### src/rtl/usr_frame_serializer.sv
// usr_frame_serializer: valid/ready word to framed serial line (start, data, stop).
// Define USR_FRAME_PARITY_EN to insert an even-parity bit before the stop bit.
module usr_frame_serializer #(
    parameter int WIDTH        = 4,
    parameter int CLKS_PER_BIT = 4
) (
    input  logic             clk,
    input  logic             rst_n,
    input  logic [WIDTH-1:0] din,
    input  logic             din_valid,
    output logic             din_ready,
    input  logic             lsb_first,
    output logic             sout,
    output logic             busy,
    output logic             frame_done
);
    localparam int CW = CLKS_PER_BIT > 1 ? $clog2(CLKS_PER_BIT) : 1;
    localparam int BW = $clog2(WIDTH + 1);

`ifdef USR_FRAME_PARITY_EN
    typedef enum logic [2:0] {IDLE, START, DATA, PARITY, STOP} state_t;
    logic par;
`else
    typedef enum logic [2:0] {IDLE, START, DATA, STOP} state_t;
`endif

    state_t           state;
    logic [CW-1:0]    cnt;
    logic [BW-1:0]    bitc;
    logic [WIDTH-1:0] sh;
    logic [WIDTH-1:0] sh_nxt;
    logic             lsb;
    logic             tick;

    assign tick      = cnt == CW'(CLKS_PER_BIT - 1);
    assign sh_nxt    = lsb ? sh >> 1 : sh << 1;
    assign din_ready = state == IDLE;
    assign busy      = state != IDLE;

    // sout is loaded with the level of the state being entered, so it changes with the state
    always_ff @(posedge clk or negedge rst_n) begin
        if (!rst_n) begin
            state      <= IDLE;
            cnt        <= '0;
            bitc       <= '0;
            sh         <= '0;
            lsb        <= 1'b0;
            sout       <= 1'b1;
            frame_done <= 1'b0;
`ifdef USR_FRAME_PARITY_EN
            par        <= 1'b0;
`endif
        end else begin
            frame_done <= 1'b0;
            cnt        <= tick ? '0 : cnt + 1'b1;
            case (state)
                IDLE: begin
                    cnt  <= '0;
                    sout <= 1'b1;
                    if (din_valid) begin
                        sh    <= din;
                        lsb   <= lsb_first;
                        bitc  <= '0;
                        sout  <= 1'b0;
                        state <= START;
`ifdef USR_FRAME_PARITY_EN
                        par   <= ^din;
`endif
                    end
                end
                START: begin
                    if (tick) begin
                        state <= DATA;
                        sout  <= lsb ? sh[0] : sh[WIDTH-1];
                    end
                end
                DATA: begin
                    if (tick) begin
                        if (bitc == BW'(WIDTH - 1)) begin
`ifdef USR_FRAME_PARITY_EN
                            state <= PARITY;
                            sout  <= par;
`else
                            state <= STOP;
                            sout  <= 1'b1;
`endif
                        end else begin
                            bitc <= bitc + 1'b1;
                            sh   <= sh_nxt;
                            sout <= lsb ? sh_nxt[0] : sh_nxt[WIDTH-1];
                        end
                    end
                end
`ifdef USR_FRAME_PARITY_EN
                PARITY: begin
                    if (tick) begin
                        state <= STOP;
                        sout  <= 1'b1;
                    end
                end
`endif
                STOP: begin
                    if (tick) begin
                        state      <= IDLE;
                        frame_done <= 1'b1;
                    end
                end
                default: state <= IDLE;
            endcase
        end
    end
endmodule

### config.mk
export PLATFORM = sky130hd
export DESIGN_NAME = usr_frame_serializer
export DESIGN_NICKNAME = d
export VERILOG_FILES = /design/src/rtl/usr_frame_serializer.sv
export SDC_FILE = /design/constraint.sdc
export NUM_CORES = 1
export LEC_CHECK = 0
export BUFFER_PORTS_ARGS = -buffer_cell sky130_fd_sc_hd__buf_2
export CORE_MARGIN = 3
export CORE_UTILIZATION = 25
export DETAILED_ROUTE_END_ITERATION = 6
export SYNTH_ARGS = -nofsm -noshare
export SYNTH_HDL_FRONTEND = slang
export SYNTH_SLANG_ARGS = --single-unit
### constraint.sdc
create_clock -name clk -period 2.35 [get_ports clk]
set_input_delay 0.3525 -clock clk [delete_from_list [all_inputs] [get_ports clk]]
set_output_delay 0.3525 -clock clk [all_outputs]
set_load 0.01 [all_outputs]
# After elaboration in Yosys (flattened, before gate mapping)
# Index checks and enable logic that the tools add are counted.
[totals]
word_cells = 54
ram_bits = 0
mem_count = 0
rom_bits = 0
reg_bits = 15
out_inout_bits = 4
latchBits = 0
in_bits = 8
[classes]
bitwise = 0
eq_ne = 11
mul = 0
div = 0
muxes = 26
n_reduce_logical = 8
n_lt_le_gt_ge = 0
add_sub_neg = 2
n_shift = 0
[op_table]
columns = ["op", "count"]
rows = [
  ["$mux W3", 8],
  ["$mux W4", 4],
  ["$ne A2 B2 Y1 const B", 6],
  ["$pmux W3 S4", 1],
  ["$eq A3 B2 Y1 const B", 3],
  ["$mux W1", 8],
  ["$pmux W4 S2", 1],
  ["$pmux W3 S2", 1],
  ["$reduce_bool A3 Y1", 2],
  ["$reduce_and A5 Y1", 1],
  ["$mux W2", 2],
  ["$reduce_and A4 Y1", 1],
  ["$add A3 B1 Y3 const B", 1],
  ["$eq A3 B1 Y1 const B", 1],
  ["$logic_not A3 Y1", 1],
  ["$pmux W1 S3", 1],
  ["$reduce_and A3 Y1", 1],
  ["$add A2 B1 Y2 const B", 1],
  ["$eq A2 B2 Y1 const B", 1],
  ["$reduce_and A2 Y1", 1],
  ["$reduce_bool A2 Y1", 1],
]

# Logic depth before layout (Yosys ltp)
# Gate-level depths: netlist of run 1.
[logic_depth]
depth_word = 5
depth_mapped = 7
mapped_depth_nobuf = 6

# Worst setup path after synthesis of run 1
# Ideal clock, no wire load.
[synth_path]
path_kind = "register to register"
startpoint = "reg state[0]"
endpoint = "reg sh[1]"
path_buffers = 0
path_stages_with_launch = 6
setup_ns = 0.125
slack_ns = 0.691
arrival_time_ns = 1.534
synth_period_minus_slack_ns = 1.659
required_ns = 2.225
path_cell_list = "dfrtp_1 > inv_1 > ha_1 > and2b_4 > a211oi_4 > mux2_2"
[synth_via]
elab_chain_cells = 3
word_cells_on_any_way = 8
classes_between = "eq/ne: 4; mux: 1; reduce/logical: 3"
[synth_lines]
columns = ["element", "line_no", "text"]
rows = [
  ["from (decl)", "27", "state_t state;"],
  ["from (signal assigned)", "43", "state <= IDLE;"],
  ["from (signal assigned)", "65", "state <= START;"],
  ["from (signal assigned)", "73", "state <= DATA;"],
  ["$logic_not A3 Y1 *", "--", ""],
  ["via din_ready", "11", "output logic din_ready,"],
  ["$ne A2 B2 Y1 (no line) or $reduce_bool A2 Y1 (tied branches)", "--", ""],
  ["$reduce_and A4 Y1 (no line)", "--", ""],
  ["to (signal assigned)", "61", "sh <= din;"],
  ["to (signal assigned)", "89", "sh <= sh_nxt;"],
  ["to (decl)", "30", "logic [WIDTH-1:0] sh;"],
]
# The timed path passes the listed nets; every way through them passes the cells marked *.
# A chain may end at the register's enable or synchronous reset.

# Worst setup path after layout of run 1
[layout_path]
startpoint = "reg state[0]"
endpoint = "reg sh[2]"
[layout_via]
elab_chain_cells = 3
word_cells_on_any_way = 8
classes_between = "eq/ne: 4; mux: 1; reduce/logical: 3"
[layout_lines]
columns = ["element", "line_no", "text"]
rows = [
  ["$eq A3 B2 Y1 or $logic_not A3 Y1 (tied branches)", "56", "case (state)"],
  ["$ne A2 B2 Y1 (no line) or $reduce_bool A2 Y1 (tied branches)", "--", ""],
  ["$reduce_and A4 Y1 (no line)", "--", ""],
]
# Parallel ways exist; a longest one is shown, timed or not.

==> results of run 1 <==
where the power goes:
group	switching, uW	internal (uW)	leakage, uW
registers	94.9	359	0.000171
logic	378	370	0.000277
clock network	77.5	94.1	0.0000210
total	550	823	0.000469
cell usage after synthesis, drive strengths merged:
master / count / area share [%]
o21ai: 5 / 3.0
nor3: 2 / 1.2
buf: 3 / 2.8
ha: 9 / 13
mux2: 5 / 7.6
nand2b: 1 / 0.75
and2: 1 / 0.75
nand3b: 1 / 0.90
nor2b: 2 / 1.5
nor2: 8 / 3.6
a21o: 1 / 1.0
and2b: 2 / 2.2
a21oi: 6 / 4.0
nand3: 2 / 1.2
mux2i: 5 / 6.0
a22oi: 1 / 0.90
a211oi: 1 / 2.4
dfrtp: 13 / 39
a31oi: 1 / 0.75
inv: 8 / 3.6
dfstp: 1 / 3.1
nand2: 1 / 0.45
worst max-delay path, delay by kind of cell, from the launching register on:
family | cells | cell delay [ns]
fa+ha+maj | 1 | 0.44
flops | 1 | 0.42
mux | 1 | 0.36
compound gates | 1 | 0.22
simple gates | 1 | 0.16
buf+inv | 1 | 0.14
worst max path at each step:
stage / from / endpoint / slack (ns) / cells past startpoint
detailed placement: state[0] / sh[2] / 0.49 / 5
CTS: state[0] / sh[2] / 0.49 / 5
global placement: state[0] / sh[2] / 0.56 / 5
global route: state[0] / bitc[2] / 0.32 / 7
finish: state[0] / sh[2] / 0.50 / 5
floorplan: state[0] / sh[1] / 0.69 / 5
metal layers:
metal  up-vias  part of all wire, %  routed length, um
met5         -                    0                  0
met4         0                  1.5                 23
met3         2                  5.0                 75
met2        14                   46                683
met1       276                   48                713
li1        293                    -                  -
logic make-up after synthesis:
logic type | synth area share (%)
adders and majority gates | 13.4
DFF | 41.9
muxes | 13.6
buffers and inverters | 6.42
and+or+nand+nor | 12.5
AOI/OAI and AO/OA | 12.1
final cells by class:
class | instances | area, um^2 | area share, %
Clock buffer | 4 | 36.3 | 3.71
Tap cell | 44 | 55.1 | 5.63
Sequential cell | 14 | 352 | 35.9
Timing Repair Buffer | 13 | 72.6 | 7.42
Inverter | 8 | 30.0 | 3.07
Multi-Input combinational cell | 54 | 433 | 44.2
repair_timing:
action,4_1_cts,5_1_grt
hold endpoints to repair,13,0
gates resized for setup,0,0
hold buffers,1,0
setup buffers,0,0
through the flow:
stage	utilization, %	instance area [um^2]	total power (uW)
floorplan	-	838	1070
global placement	29.8	932	1190
detailed placement	29.8	932	1210
CTS	31.3	978	1390
global route	31.3	978	1500
finish	31.3	978	1370
registers in the layout (all words and copies together) (netlist names):
signal / count
sout: 1
sh: 4
state: 2
lsb: 1
cnt: 2
bitc: 3
frame_done: 1
==> flow_metrics.py, run 1 <==
metrics = {
    "setup_path": {
        "worst_setup_path_start_kind": "flop",
        "critPathKind": "reg2reg",
        "path_cells": "inv_1, ha_1, nor2_1, a211oi_4, mux2_2",
        "critical_path_required_ns": 2.52,
        "cp_slowest_cell": "ha_1",
        "arrival_ns": 2.02,
        "rr_worst_depth": 5,
        "r2r_start": "state[0]",
        "cp_max_fo": 11,
        "r2r_slack_ns": 0.50,
        "end_kind": "flop",
        "r2r_end": "sh[2]",
        "critPathMaxStageDelay_ns": 0.44,
    },
    "layout": {
        "nFillCells": 318,
        "syn2layout_area_growth_pct": 16.7,
        "num-nets-final": 111,
        "antennaDiodeCount": 0,
        "layout-drive-gt1-share_pct": 29.0,
        "final_cell_mix": "dfrtp_1, buf_2, ha_1",
        "final_common_cell": "dfrtp_1",
        "finalNonFillerCells": 137,
    },
    "synthesis": {
        "syn_area_per_cell_um2": 10.6,
        "synth_nets": 96,
        "synth_warnings": 0,
        "ys_seq_area_share_pct": 41.9,
        "ys_types": 28,
        "synthesis.area_um2": 838,
        "synth_cells": 79,
        "synth_seq_cells": 14,
    },
    "route": {
        "ant_nets": 0,
        "first_iter_violations": 20,
        "routed_wirelength_um": 1500,
        "num_vias": 585,
        "routed_via_density": 4.27,
        "wl_per_cell_um": 10.9,
        "drc": 0,
        "first_pass_iters": 4,
    },
    "placement": {
        "dp_slack_ns": 0.495,
        "routabilityCongestion": 0.845,
        "port_buffers": 11,
        "dp_hpwl_um": 1160,
        "dpl.cell_count": 132,
    },
    "outcome": {
        "run_status": "finished, final reports clean",
    },
    "clocking": {
        "clock_sinks": 14,
        "cts_tree": "done",
        "cts_buffers": 3,
        "clkSlewWorstSetupHoldPaths_ns": 0.09,
        "cts_max_level": 1,
        "cts_root_buf": "clkbuf_4",
        "insertion_delay_ns": 0.27,
        "clockBufferDepth": 2,
    },
    "job": {
        "maxCapViolations": 0,
    },
    "floorplan": {
        "coreArea_um2": 3130,
        "row_count": 20,
        "die_area_um2": 4080,
        "initial_core_util_pct": 26.8,
        "num_io_pins": 12,
        "dieHeight_um": 63.9,
        "die_w_um": 63.9,
    },
    "global_routing": {
        "gr-usage-met3_pct": 2.81,
        "grtUsageTotal_pct": 8.16,
        "top_usage_layer": "met2",
        "overflow": 0,
        "gr-usage-met1_pct": 9.77,
        "antenna_found_initial": 0,
        "grt_max_degree": 15,
        "use_met2_pct": 12.9,
        "grt_pass1_wl_um": 2580,
        "grt_pass1_vias": 589,
    },
    "sta": {
        "fin_tns_setup_ns": 0,
        "whs_ns": 0.307,
        "slew_headroom_pct": 72.0,
        "final.period_utilization_pct": 78.9,
        "worst_slew_pin_slew_ns": 0.416,
        "period_minus_slack_ns": 1.85,
        "setup_ws_ns": 0.495,
        "setup_viol": 0,
        "final.setup_skew_ns": 0.00153,
        "report.final.slew_viol_count": 0,
        "finalHoldViolCount": 0,
        "fmax_mhz": 539,
        "rsz0062_at_grt": "no",
    },
    "power": {
        "power.density_nw_per_um2": 1400,
        "peakVddDrop_mv": 0.322,
        "power_leakage_uw": 0.000469,
    },
    "min_path": {
        "min_path_type": "in2reg",
        "min_path_cells": 2,
        "min_from": "lsb_first",
        "hold_end": "lsb",
    },
}
Power figures use the tool's default switching activity.
==> inputs of run 2 (changes only) <==
==> constraint.sdc (replaced) <==
create_clock -name clk -period 1.7 [get_ports clk]
set_input_delay 0.255 -clock clk [delete_from_list [all_inputs] [get_ports clk]]
set_output_delay 0.255 -clock clk [all_outputs]
set_load 0.01 [all_outputs]
==> run 2 against run 1 <==
Against the previous run: the flow now finishes with violations (setup timing); non-clock buffer count rose by 8; die area did not move; maximum frequency grew 8.7%; global-route usage grew 0.42 points; largest power group unchanged; highest routed layer unchanged.
==> flow_metrics.py, run 2 (synthesis gave the netlist of run 1 again) <==
metrics = {
    "min_path": {
        "min_path_cells": 2,
        "min_path_type": "in2reg",
    },
    "global_routing": {
        "gr-usage-met1_pct": 10.2,
        "grt_max_degree": 15,
        "grtUsageTotal_pct": 8.58,
        "use_met2_pct": 13.3,
        "top_usage_layer": "met2",
        "gr-usage-met3_pct": 2.46,
        "antenna_found_initial": 0,
        "grt_pass1_vias": 609,
        "grt_pass1_wl_um": 2670,
        "overflow": 0,
    },
    "route": {
        "first_pass_iters": 4,
        "routed_wirelength_um": 1640,
        "routed_via_density": 4.21,
        "num_vias": 611,
        "drc": 0,
        "first_iter_violations": 11,
        "ant_nets": 0,
        "wl_per_cell_um": 11.3,
    },
    "outcome": {
        "violations": "setup timing",
        "run_status": "finished with violations",
    },
    "sta": {
        "final.setup_skew_ns": 0.0130,
        "setup_viol": 2,
        "worst_slew_pin_slew_ns": 0.382,
        "finalHoldViolCount": 0,
        "report.final.slew_viol_count": 0,
        "fmax_mhz": 586,
        "period_minus_slack_ns": 1.71,
        "rsz0062_at_grt": "yes",
        "setup_ws_ns": -0.00655,
        "slew_headroom_pct": 74.3,
        "final.period_utilization_pct": 100,
    },
    "layout": {
        "top_regs": "sh x4, bitc x3",
        "fin_util_pct": 35.6,
        "final_common_cell": "dfrtp_1",
        "syn2layout_area_growth_pct": 32.7,
        "nFillCells": 324,
        "largest_reg_flops": 4,
        "antennaDiodeCount": 0,
        "num-nets-final": 119,
        "layout-drive-gt1-share_pct": 46.5,
        "final_cell_mix": "dfrtp_1, buf_2, inv_1",
        "finalNonFillerCells": 145,
        "largest_register": "sh",
    },
    "placement": {
        "dpl.cell_count": 139,
        "dp_hpwl_um": 1180,
        "routabilityCongestion": 0.794,
        "port_buffers": 11,
    },
    "setup_path": {
        "critPathMaxStageDelay_ns": 0.39,
        "end_kind": "flop",
        "path_cells": "ha_2, ha_4, nand2b_4, a211oi_4, mux2_4",
        "critical_path_required_ns": 1.88,
        "rr_worst_depth": 5,
        "worst_setup_path_start_kind": "flop",
        "cp_slowest_cell": "dfrtp_1",
        "arrival_ns": 1.89,
        "cp_max_fo": 4,
        "critPathKind": "reg2reg",
    },
    "floorplan": {
        "initial_core_util_pct": 26.8,
        "dieHeight_um": 63.9,
        "num_io_pins": 12,
        "row_count": 20,
        "die_w_um": 63.9,
        "die_area_um2": 4080,
        "coreArea_um2": 3130,
    },
    "clocking": {
        "clock_sinks": 14,
        "cts_max_level": 1,
        "clkSlewWorstSetupHoldPaths_ns": 0.10,
        "cts_buffers": 3,
        "cts_tree": "done",
        "insertion_delay_ns": 0.29,
        "cts_root_buf": "clkbuf_4",
        "clockBufferDepth": 2,
    },
    "power": {
        "peakVddDrop_mv": 0.417,
        "power_leakage_uw": 0.000519,
        "power.density_nw_per_um2": 2010,
    },
    "job": {
        "maxCapViolations": 0,
    },
}
## run 2: cell types whose count changed in the layout (fill, tap and decap cells not counted), sizes merged
cell / delta
buf: +8
## run 2: per-layer routing
metal  part of all wire (%)  vias to the layer above  wire length (um)
li1                       -                      307                 -
met1                     47                      287               763
met2                     47                       15               774
met3                    5.3                        2                87
met4                   0.98                        0                16
met5                      0                        -                 0
## run 2: cell type report
| cell class | count | area [um^2] | share of cell area, % |
|---|---|---|---|
| clock buffer | 4 | 36.3 | 3.26 |
| inverter | 8 | 30.0 | 2.70 |
| multi-input combinational | 54 | 499 | 44.9 |
| sequential | 14 | 352 | 31.6 |
| tap | 44 | 55.1 | 4.95 |
| timing repair buffer | 21 | 140 | 12.6 |
## run 2: repair_timing
item,in CTS,in global routing
buffers inserted,0,1
gates cloned,0,0
setup endpoints to repair,6,8
endpoints found under the hold margin,13,0
pin swaps,1,4
resized for setup,3,18
hold buffers,1,0
## run 2: through the flow
step	hold slack [ns]	worst slack, ns	setup TNS, ns	area [um^2]	total power (uW)
floorplan	-0.0406	0.0408	0	838	1480
global placement	0.168	0.00760	0	985	1760
detailed placement	0.175	-0.0545	-0.106	985	1780
CTS	0.194	0.00409	0	1050	2090
global route	0.191	-0.0668	-0.354	1110	2410
finish	0.195	-0.00655	-0.0116	1110	2240
## run 2: worst max-delay path, delay by kind of cell, from the launching register on
kind                       cells  cell delay (ns)
muxes                          1             0.33
AOI/OAI and AO/OA              1             0.38
DFF                            1             0.39
and+or+nand+nor                1             0.14
adders and majority gates      2             0.37
## run 2: path summary, 6_finish.rpt
check                      endpoint  startpoint  slack [ns]
min reg2reg                  cnt[0]      cnt[0]        0.44
max                           sh[2]     bitc[1]      -0.007
min                             lsb   lsb_first        0.20
min in group asynchronous  state[1]       rst_n        0.38
max reg2reg                   sh[2]     bitc[1]      -0.007
max in group asynchronous      sout       rst_n        1.03
## run 2: power breakdown
group          switching (uW)  internal, uW  total [uW]
Clock                     116           130         246
Combinational             650           718        1370
Sequential                125           496         621
==> inputs of run 3 (changes only) <==
--- a/config.mk
+++ b/config.mk
@@ -5,6 +5,7 @@
 export SDC_FILE = /design/constraint.sdc
 export NUM_CORES = 1
 export LEC_CHECK = 0
+export ABC_CLOCK_PERIOD_IN_PS = 2100
 export BUFFER_PORTS_ARGS = -buffer_cell sky130_fd_sc_hd__buf_2
 export CORE_MARGIN = 3
 export CORE_UTILIZATION = 25
==> constraint.sdc (replaced) <==
create_clock -name clk -period 2.1 [get_ports clk]
set_input_delay 0.315 -clock clk [delete_from_list [all_inputs] [get_ports clk]]
set_output_delay 0.315 -clock clk [all_outputs]
set_load 0.01 [all_outputs]
==> run 3 against run 2 <==
Against the previous run: the flow now finishes without violations; global-route usage is 0.33 points higher; combinational power down 37%; total power shrank 30%; first-iteration DRC count increased to 5.5 times the previous value; critical path type unchanged; critical endpoint unchanged; largest power group unchanged; highest routed layer unchanged.
==> flow_metrics.py, run 3 (synthesis gave the netlist of run 1 again) <==
metrics = {
    "floorplan": {
        "die_w_um": 63.9,
        "initial_core_util_pct": 26.8,
        "dieHeight_um": 63.9,
        "die_area_um2": 4080,
        "row_count": 20,
        "coreArea_um2": 3130,
        "num_io_pins": 12,
    },
    "job": {
        "maxCapViolations": 0,
    },
    "placement": {
        "port_buffers": 11,
        "dp_slack_ns": 0.332,
        "routabilityCongestion": 0.876,
        "dp_hpwl_um": 1180,
    },
    "setup_path": {
        "worst_setup_path_start_kind": "flop",
        "path_cells": "inv_1, ha_1, and2b_4, a211oi_4, mux2_2",
        "path_buf_inv": 1,
        "critical_path_required_ns": 2.27,
        "critPathMaxStageDelay_ns": 0.45,
        "cp_slowest_cell": "dfrtp_1",
        "cpLargestDelayFamily": "flip-flops",
        "critPathKind": "reg2reg",
        "cp_max_fo": 7,
        "arrival_ns": 1.96,
        "end_kind": "flop",
    },
    "sta": {
        "final.period_utilization_pct": 84.9,
        "period_minus_slack_ns": 1.78,
        "fin_tns_setup_ns": 0,
        "final.setup_skew_ns": 0.00323,
        "setup_viol": 0,
        "setup_ws_ns": 0.318,
        "slew_headroom_pct": 75.1,
        "fmax_mhz": 561,
        "report.final.slew_viol_count": 0,
        "worst_slew_pin_slew_ns": 0.370,
        "finalHoldViolCount": 0,
        "rsz0062_at_grt": "no",
    },
    "layout": {
        "largest_reg_flops": 4,
        "top_regs": "sh x4, bitc x3",
        "antennaDiodeCount": 0,
        "multi_input_comb_area_um2": 433,
        "final_common_cell": "dfrtp_1",
        "syn2layout_area_growth_pct": 17.6,
        "final_cell_mix": "dfrtp_1, buf_2, ha_1",
        "largest_register": "sh",
        "regArea_um2": 352,
        "layout-drive-gt1-share_pct": 29.8,
        "nFillCells": 321,
        "num-nets-final": 112,
    },
    "clocking": {
        "cts_resized": 0,
        "cts_root_buf": "clkbuf_4",
        "insertion_delay_ns": 0.28,
        "post_cts_buffers": 0,
        "clockBufferDepth": 2,
        "cts_tree": "done",
        "cts_buffers": 3,
        "clkSlewWorstSetupHoldPaths_ns": 0.09,
        "cts_max_level": 1,
        "clock_sinks": 14,
    },
    "global_routing": {
        "grt_pass1_wl_um": 2820,
        "grt_pass1_vias": 612,
        "grtUsageTotal_pct": 8.91,
        "overflow": 0,
        "antenna_found_initial": 0,
        "grt_max_degree": 15,
    },
    "power": {
        "power_leakage_uw": 0.000474,
        "power.density_nw_per_um2": 1590,
        "peakVddDrop_mv": 0.354,
    },
    "min_path": {
        "min_path_type": "in2reg",
    },
    "route": {
        "routed_wirelength_um": 1540,
        "ant_nets": 0,
        "first_iter_violations": 60,
        "first_pass_iters": 4,
        "num_vias": 577,
        "drc": 0,
        "wl_per_cell_um": 11.2,
        "routed_via_density": 4.18,
    },
    "outcome": {
        "run_status": "finished, final reports clean",
    },
}
==> run 3: timing repair <==
| item | in CTS | in global routing |
|---|---|---|
| endpoints found under the setup margin | 0 | 0 |
| hold buffers | 1 | 0 |
| endpoints found under the hold margin | 13 | 0 |
==> run 3: area by class of cell <==
class	instances	share of cell area (%)
inverters	8	3.05
clock buffers	4	3.68
multi-input cells	54	43.9
flip-flops and latches	14	35.7
well taps	44	5.58
repair buffers	14	8.12
==> run 3: power by group <==
group	internal (uW)	switching (uW)	leakage, uW
registers	401	111	0.000171
logic	426	435	0.000283
clock network	106	93.1	0.0000210
==> run 3: metal layers <==
metal / up-vias / track usage [%] / part of all wire (%)
li1: 294 / - / -
met3: 2 / 4.57 / 8.1
met5: - / 0 / 0
met4: 0 / 1.62 / 0.52
met2: 16 / 13.7 / 43
met1: 265 / 11.2 / 48
==> run 3: worst paths after layout <==
kind,end,slack (ns),depth (start not counted),from
setup / recovery,sh[2],0.32,5,state[1]
hold / removal,lsb,0.26,2,lsb_first
setup reg to reg,sh[2],0.32,5,state[1]
hold reg to reg,cnt[0],0.44,1,cnt[0]
max in group asynchronous,sout,1.37,2,rst_n
min in group asynchronous,cnt[1],0.44,2,rst_n
==> run 3: through the flow <==
| step | area (um^2) | hold slack (ns) | std cells | util (%) | power, uW |
|---|---|---|---|---|---|
| 6_report | 986 | 0.260 | 138 | 31.5 | 1570 |
| 5_1_grt | 986 | 0.240 | 138 | 31.5 | 1720 |
| 4_1_cts | 986 | 0.259 | 138 | 31.5 | 1580 |
| 3_5_place_dp | 940 | 0.230 | 133 | 30.0 | 1380 |
| 3_3_place_gp | 940 | 0.226 | 133 | 30.0 | 1350 |
| 2_1_floorplan | 838 | 0.0194 | 79 | - | 1190 |
==> run 3: worst register-to-register path, stage by stage (launching register included) <==
cell,delay (ns)
dfrtp_1,0.45
inv_1,0.12
ha_1,0.28
and2b_4,0.21
a211oi_4,0.25
mux2_2,0.36
